<file path="src/rtl/cop0_write_sequencer_if.sv">
// COP0 write sequencer bus: request/ack pairs from the pipeline, forwarded Status/Cause,
// and the single COP0 register-file write port.
// master = pipeline/hazard side, slave = the sequencer itself.
interface cop0_write_sequencer_if;
  logic        exc_req;
  logic [4:0]  exc_code;
  logic [31:0] exc_pc;
  logic        exc_bd;
  logic        exc_ack;
  logic        exc_done;
  logic        eret_req;
  logic        eret_ack;
  logic        mtc0_req;
  logic [4:0]  mtc0_rd;
  logic [2:0]  mtc0_sel;
  logic [31:0] mtc0_data;
  logic        mtc0_ack;
  logic [31:0] status;
  logic [31:0] cause;
  logic        wr_en;
  logic [4:0]  wr_rd;
  logic [2:0]  wr_sel;
  logic [31:0] wr_data;
  logic        busy;

  modport master (
    output exc_req, exc_code, exc_pc, exc_bd, eret_req,
           mtc0_req, mtc0_rd, mtc0_sel, mtc0_data, status, cause,
    input  exc_ack, exc_done, eret_ack, mtc0_ack,
           wr_en, wr_rd, wr_sel, wr_data, busy
  );

  modport slave (
    input  exc_req, exc_code, exc_pc, exc_bd, eret_req,
           mtc0_req, mtc0_rd, mtc0_sel, mtc0_data, status, cause,
    output exc_ack, exc_done, eret_ack, mtc0_ack,
           wr_en, wr_rd, wr_sel, wr_data, busy
  );
endinterface

</file>
<file path="src/rtl/cop0_write_sequencer.sv">
// Arbitrates exception entry / ERET / MTC0 onto the single COP0 write port.
// Latency: MTC0/ERET write 1 cycle after ack; exception writes at +1..+3 (+1..+2 if EXL already set).
// Backpressure: requests are only arbitrated in IDLE; while busy they are ignored and must be held.
module cop0_write_sequencer #(
  parameter logic [4:0] EPC_RD    = 5'd14,
  parameter logic [4:0] CAUSE_RD  = 5'd13,
  parameter logic [4:0] STATUS_RD = 5'd12
) (
  input logic                 clk,
  input logic                 reset,
  cop0_write_sequencer_if.slave bus
);

  typedef enum logic [2:0] {
    IDLE       = 3'd0,
    MTC0       = 3'd1,
    EXC_EPC    = 3'd2,
    EXC_CAUSE  = 3'd3,
    EXC_STATUS = 3'd4,
    ERET       = 3'd5
  } state_t;

  state_t      state_q, state_d;
  logic [4:0]  code_q;
  logic        bd_q;
  logic [31:0] pc_q;
  logic        exl_old_q;
  logic [4:0]  rd_q;
  logic [2:0]  sel_q;
  logic [31:0] data_q;

  logic        in_idle;
  logic        accept_exc;
  logic        accept_eret;
  logic        accept_mtc0;
  logic        wr_en_c;
  logic [4:0]  wr_rd_c;
  logic [2:0]  wr_sel_c;
  logic [31:0] wr_data_c;
  logic        exc_done_c;

  // Acks are decoded from the IDLE state and the live requests, so the winner is
  // acknowledged in the same cycle it is arbitrated; reset forces them low.
  assign in_idle     = (state_q == IDLE) && !reset;
  assign accept_exc  = in_idle && bus.exc_req;
  assign accept_eret = in_idle && !bus.exc_req && bus.eret_req;
  assign accept_mtc0 = in_idle && !bus.exc_req && !bus.eret_req && bus.mtc0_req;

  // State register; reset abandons any in-flight sequence immediately.
  always_ff @(posedge clk or posedge reset) begin
    if (reset) state_q <= IDLE;
    else       state_q <= state_d;
  end

  // Capture the accepted request's operands so the sequence is immune to the
  // pipeline changing them after the ack.
  always_ff @(posedge clk or posedge reset) begin
    if (reset) begin
      code_q    <= '0;
      bd_q      <= 1'b0;
      pc_q      <= '0;
      exl_old_q <= 1'b0;
      rd_q      <= '0;
      sel_q     <= '0;
      data_q    <= '0;
    end else begin
      if (accept_exc) begin
        code_q    <= bus.exc_code;
        bd_q      <= bus.exc_bd;
        pc_q      <= bus.exc_pc;
        exl_old_q <= bus.status[1];
      end
      if (accept_mtc0) begin
        rd_q   <= bus.mtc0_rd;
        sel_q  <= bus.mtc0_sel;
        data_q <= bus.mtc0_data;
      end
    end
  end

  // Next-state and write-port decode. Cause/Status writes merge into the live
  // forwarded values so concurrent hardware updates to other bits are kept.
  always_comb begin
    state_d    = state_q;
    wr_en_c    = 1'b0;
    wr_rd_c    = 5'd0;
    wr_sel_c   = 3'd0;
    wr_data_c  = 32'd0;
    exc_done_c = 1'b0;
    case (state_q)
      IDLE: begin
        if (accept_exc)       state_d = bus.status[1] ? EXC_CAUSE : EXC_EPC;
        else if (accept_eret) state_d = ERET;
        else if (accept_mtc0) state_d = MTC0;
      end
      MTC0: begin
        wr_en_c   = 1'b1;
        wr_rd_c   = rd_q;
        wr_sel_c  = sel_q;
        wr_data_c = data_q;
        state_d   = IDLE;
      end
      EXC_EPC: begin
        wr_en_c   = 1'b1;
        wr_rd_c   = EPC_RD;
        wr_data_c = bd_q ? (pc_q - 32'd4) : pc_q;
        state_d   = EXC_CAUSE;
      end
      EXC_CAUSE: begin
        wr_en_c        = 1'b1;
        wr_rd_c        = CAUSE_RD;
        wr_data_c      = bus.cause;
        wr_data_c[6:2] = code_q;
        // BD only describes the new EPC; with EXL already set EPC is untouched.
        if (!exl_old_q) wr_data_c[31] = bd_q;
        state_d        = EXC_STATUS;
      end
      EXC_STATUS: begin
        wr_en_c    = 1'b1;
        wr_rd_c    = STATUS_RD;
        wr_data_c  = bus.status | 32'h0000_0002;
        exc_done_c = 1'b1;
        state_d    = IDLE;
      end
      ERET: begin
        wr_en_c   = 1'b1;
        wr_rd_c   = STATUS_RD;
        wr_data_c = bus.status;
        // ERL takes precedence over EXL when leaving an exception level.
        if (bus.status[2]) wr_data_c[2] = 1'b0;
        else               wr_data_c[1] = 1'b0;
        state_d   = IDLE;
      end
      default: state_d = IDLE;
    endcase
  end

  assign bus.exc_ack  = accept_exc;
  assign bus.eret_ack = accept_eret;
  assign bus.mtc0_ack = accept_mtc0;
  assign bus.exc_done = exc_done_c;
  assign bus.wr_en    = wr_en_c;
  assign bus.wr_rd    = wr_rd_c;
  assign bus.wr_sel   = wr_sel_c;
  assign bus.wr_data  = wr_data_c;
  assign bus.busy     = (state_q != IDLE);

endmodule

</file>
<file path="src/flat_wrapper.sv">
// flat-port wrapper written by rule: the top's interface ports become plain ports
module cop0_write_sequencer_flat 
#(
  parameter logic [4:0] EPC_RD    = 5'd14,
  parameter logic [4:0] CAUSE_RD  = 5'd13,
  parameter logic [4:0] STATUS_RD = 5'd12
)
  (clk, reset, bus_exc_req, bus_exc_code, bus_exc_pc, bus_exc_bd, bus_eret_req, bus_mtc0_req, bus_mtc0_rd, bus_mtc0_sel, bus_mtc0_data, bus_status, bus_cause, bus_exc_ack, bus_exc_done, bus_eret_ack, bus_mtc0_ack, bus_wr_en, bus_wr_rd, bus_wr_sel, bus_wr_data, bus_busy);
  cop0_write_sequencer_if bus_i ();
  input logic clk;
  input logic reset;
  input wire logic [$bits(bus_i.exc_req)-1:0] bus_exc_req;
  input wire logic [$bits(bus_i.exc_code)-1:0] bus_exc_code;
  input wire logic [$bits(bus_i.exc_pc)-1:0] bus_exc_pc;
  input wire logic [$bits(bus_i.exc_bd)-1:0] bus_exc_bd;
  input wire logic [$bits(bus_i.eret_req)-1:0] bus_eret_req;
  input wire logic [$bits(bus_i.mtc0_req)-1:0] bus_mtc0_req;
  input wire logic [$bits(bus_i.mtc0_rd)-1:0] bus_mtc0_rd;
  input wire logic [$bits(bus_i.mtc0_sel)-1:0] bus_mtc0_sel;
  input wire logic [$bits(bus_i.mtc0_data)-1:0] bus_mtc0_data;
  input wire logic [$bits(bus_i.status)-1:0] bus_status;
  input wire logic [$bits(bus_i.cause)-1:0] bus_cause;
  output wire logic [$bits(bus_i.exc_ack)-1:0] bus_exc_ack;
  output wire logic [$bits(bus_i.exc_done)-1:0] bus_exc_done;
  output wire logic [$bits(bus_i.eret_ack)-1:0] bus_eret_ack;
  output wire logic [$bits(bus_i.mtc0_ack)-1:0] bus_mtc0_ack;
  output wire logic [$bits(bus_i.wr_en)-1:0] bus_wr_en;
  output wire logic [$bits(bus_i.wr_rd)-1:0] bus_wr_rd;
  output wire logic [$bits(bus_i.wr_sel)-1:0] bus_wr_sel;
  output wire logic [$bits(bus_i.wr_data)-1:0] bus_wr_data;
  output wire logic [$bits(bus_i.busy)-1:0] bus_busy;
  assign bus_i.exc_req = bus_exc_req;
  assign bus_i.exc_code = bus_exc_code;
  assign bus_i.exc_pc = bus_exc_pc;
  assign bus_i.exc_bd = bus_exc_bd;
  assign bus_i.eret_req = bus_eret_req;
  assign bus_i.mtc0_req = bus_mtc0_req;
  assign bus_i.mtc0_rd = bus_mtc0_rd;
  assign bus_i.mtc0_sel = bus_mtc0_sel;
  assign bus_i.mtc0_data = bus_mtc0_data;
  assign bus_i.status = bus_status;
  assign bus_i.cause = bus_cause;
  assign bus_exc_ack = bus_i.exc_ack;
  assign bus_exc_done = bus_i.exc_done;
  assign bus_eret_ack = bus_i.eret_ack;
  assign bus_mtc0_ack = bus_i.mtc0_ack;
  assign bus_wr_en = bus_i.wr_en;
  assign bus_wr_rd = bus_i.wr_rd;
  assign bus_wr_sel = bus_i.wr_sel;
  assign bus_wr_data = bus_i.wr_data;
  assign bus_busy = bus_i.busy;
  cop0_write_sequencer #(.EPC_RD(EPC_RD), .CAUSE_RD(CAUSE_RD), .STATUS_RD(STATUS_RD)) u_core (.clk(clk), .reset(reset), .bus(bus_i));
endmodule
</file>
<file path="config.mk">
export PLATFORM = sky130hd
export DESIGN_NAME = cop0_write_sequencer_flat
export DESIGN_NICKNAME = d
export VERILOG_FILES = /design/src/rtl/cop0_write_sequencer_if.sv /design/src/rtl/cop0_write_sequencer.sv /design/src/flat_wrapper.sv
export SDC_FILE = /design/constraint.sdc
export NUM_CORES = 1
export LEC_CHECK = 0
export ABC_CLOCK_PERIOD_IN_PS = 6100
export CAP_MARGIN = 30
export CORE_UTILIZATION = 47
export CTS_CLUSTER_DIAMETER = 120
export CTS_CLUSTER_SIZE = 20
export DETAILED_ROUTE_END_ITERATION = 8
export HOLD_SLACK_MARGIN = 0.05
export PLACE_DENSITY_LB_ADDON = 0.15
export SLEW_MARGIN = 20
export SYNTH_ARGS = -nofsm -noshare
export SYNTH_HDL_FRONTEND = slang
export SYNTH_SLANG_ARGS = --single-unit
</file>
<file path="constraint.sdc">
create_clock -name clk -period 6.1 [get_ports clk]
set_input_delay 0.915 -clock clk [delete_from_list [all_inputs] [get_ports clk]]
set_output_delay 0.915 -clock clk [all_outputs]
set_load 0.05 [all_outputs]
</file>
==> reports/metrics.cfg <==
[yosys]
synth_top_cell_by_area=dfrtp_1
synth_seq_cells=82
ys_async_sr_fraction_pct=100
synth_ff_type=dfrtp_1
yosysWarnings=0
synth_top_area_share_pct=43.9
synth_cells=429
synth-edff-count=0
synth_top_cells_by_area=dfrtp_1 44%, mux2_1 19%, mux2i_1 5.8%, xnor2_1 4.1%, o221ai_1 3.7%
synth.yosys.seq_area_share_pct=43.9
synth_area_um2=4670
synth_cell_types=43
synth_common_cells=82 x dfrtp_1, 80 x mux2_1, 33 x nand2_1, 27 x mux2i_1, 26 x nor2_1
syn_nets=577
synth.most_common_cell=dfrtp_1
postSynthAreaPerCell_um2=10.9

[global_route]
gr-max-usage-layer=met2
use_met3_pct=6.90
track_usage_pct=26.1
grt_use_met2_pct=43.8
antenna_found_initial=0
use_met1_pct=33.5
grt_pass1_vias=4125
grt_max_degree=56
grt_pass1_wl_um=20600
grt_remaining_overflow=0

[timing]
setup_violations=0
relSlewSlack_pct=53.5
fmax_mhz=235
finalCritPeriodShare_pct=69.7
finalHoldViolations=0
final_max_slew_viol_count=0
rsz0062_at_grt=no
worst_pin_slew_ps=698
clock_skew_ps=8.76
fin_crit_ps=4250
finalSetupTns_ps=0

[place]
dp_hpwl_um=9990
io_buffers=187
gp_congestion=0.883

[worst_setup_path]
cp_data_required_time_ps=5180
cp_max_fo=23
path_class=flop to primary output
cp.arrival_ps=3330
startpoint=u_core.state_q[1]$_DFFE_PP0P_
ff2ff_path_depth=5
r2r_start=u_core.state_q[0]$_DFFE_PP0P_
cp-end-kind=primary output
start_kind=flop

[routing]
via_count=4056
viasPerCell=5.47
drtIter0Drc=180
post_drt_wl_per_cell_um=17.9
ant_nets=0
first_pass_iters=4
drc=0
drt-total-wl_um=13300

[floorplanning]
die_h_um=102
core_area_um2=9680
io_pins=193
start_util_pct=48.3
rows=36
dieArea_um2=10300
die_w_um=102

[cts]
tritoncts=yes
cts_sinks=82
holdBufCountCts=0
cts_setup_buffers=0
htree_levels=3
cts_made_buffers=9
clk_latency_ps=340
root_buffer=clkbuf_8
cts_resized=0
clk_pin_slew_ps=80
clockBufferDepth=2

[layout]
area_delta_synth_final_pct=47.0
num_antenna_cells=0
drive_above_1_share_pct=6.90
nets=755

[min_path]
hold_path.class=flop to flop
min_delay_path_depth=1
hold_start=u_core.data_q[6]$_DFFE_PP0P_

[power]
p_total_w=0.00362
leakage_nw=2.66
power_density_nw_per_um2=527
irDropWorstVdd_v=0.000447

[run_status]
status=complete, no violations

[job]
max-cap-violations=0

metal layers:
metal	wire length, µm	vias to the layer above	share of wire, %
li1	-	1909	-
met5	0	-	0
met2	6310	152	48
met3	984	24	7.4
met4	261	0	2.0
met1	5700	1971	43
registers in the layout, summed over array words and instances, names as in the netlist:
signal,cells
u_core.bd_q,1
u_core.exl_old_q,1
u_core.code_q,5
u_core.rd_q,5
u_core.data_q,32
u_core.pc_q,32
u_core.state_q,3
u_core.sel_q,3
per-stage QoR:
stage	setup WS, ps	instance area [µm²]	utilization, %	instances	hold slack, ps
after floorplan	2270	4670	-	429	456
after global placement	1880	6650	68.6	727	466
after detailed placement	1860	6660	68.8	728	477
after CTS	1760	6850	70.8	741	495
after global routing	1670	6870	71.0	742	504
final	1850	6870	71.0	742	491
power breakdown:
group          internal, W  switching (W)
registers         0.000809       0.000275
clock network     0.000223       0.000189
logic             0.000855        0.00127
layout make-up:
type / count / area (µm²)
Tap cell: 133 / 166
Timing Repair Buffer: 194 / 1940
Multi-Input combinational cell: 314 / 2490
Clock inverter: 4 / 70.1
Fill cell: 747 / 2810
Sequential cell: 82 / 2050
Clock buffer: 9 / 124
Inverter: 6 / 23.8
kinds of logic (layout without fill, tap and decap cells):
kind of cell / count (synthesis) / count (layout) / synth area share (%)
AO/OA/AOI/OAI: 61 / 61 / 9.02
XOR/XNOR: 27 / 27 / 5.06
adder cells (fa/ha/maj): 1 / 1 / 0.268
buffers and inverters: 33 / 213 / 2.94
flip-flops: 82 / 82 / 43.9
multiplexers: 107 / 107 / 25.1
AND/OR/NAND/NOR: 118 / 118 / 13.8
final timing paths:
path                                                 end  slack (ps)
hold / removal              u_core.data_q[6]$_DFFE_PP0P_         490
setup / recovery                         bus_wr_data[31]        1850
setup reg to reg            u_core.data_q[8]$_DFFE_PP0P_        3690
max in group asynchronous  u_core.state_q[1]$_DFFE_PP0P_        3980
min in group asynchronous     u_core.pc_q[1]$_DFFE_PP0P_        1020
hold reg to reg             u_core.data_q[6]$_DFFE_PP0P_         490
cell usage in the layout (no fill, tap or decap), types with 4 or more instances in the layout:
cell type	Yosys	routed
nand2_1	33	32
nand2b_1	5	5
buf_4	0	5
xor2_1	5	5
o221ai_1	20	20
nand3_1	7	6
nor2_1	26	26
dfrtp_1	82	81
xnor2_1	22	22
mux2_1	80	80
o21ai_1	9	9
a22oi_1	4	4
clkdlybuf4s50_1	0	187
nor3_1	15	15
nor4_2	5	5
mux2i_1	27	27
nor3b_1	6	6
or3_1	4	4
clkbuf_8	0	9
a21oi_1	15	15
worst max-delay path: stages (launching register included):
cell	delay, ps
dfrtp_2	720
inv_1	170
nor2_1	200
nand2b_1	420
buf_6	310
nor3_1	160
a311o_1	200
clkdlybuf4s50_1	820
No activity file was read; power rests on OpenSTA's default activity.
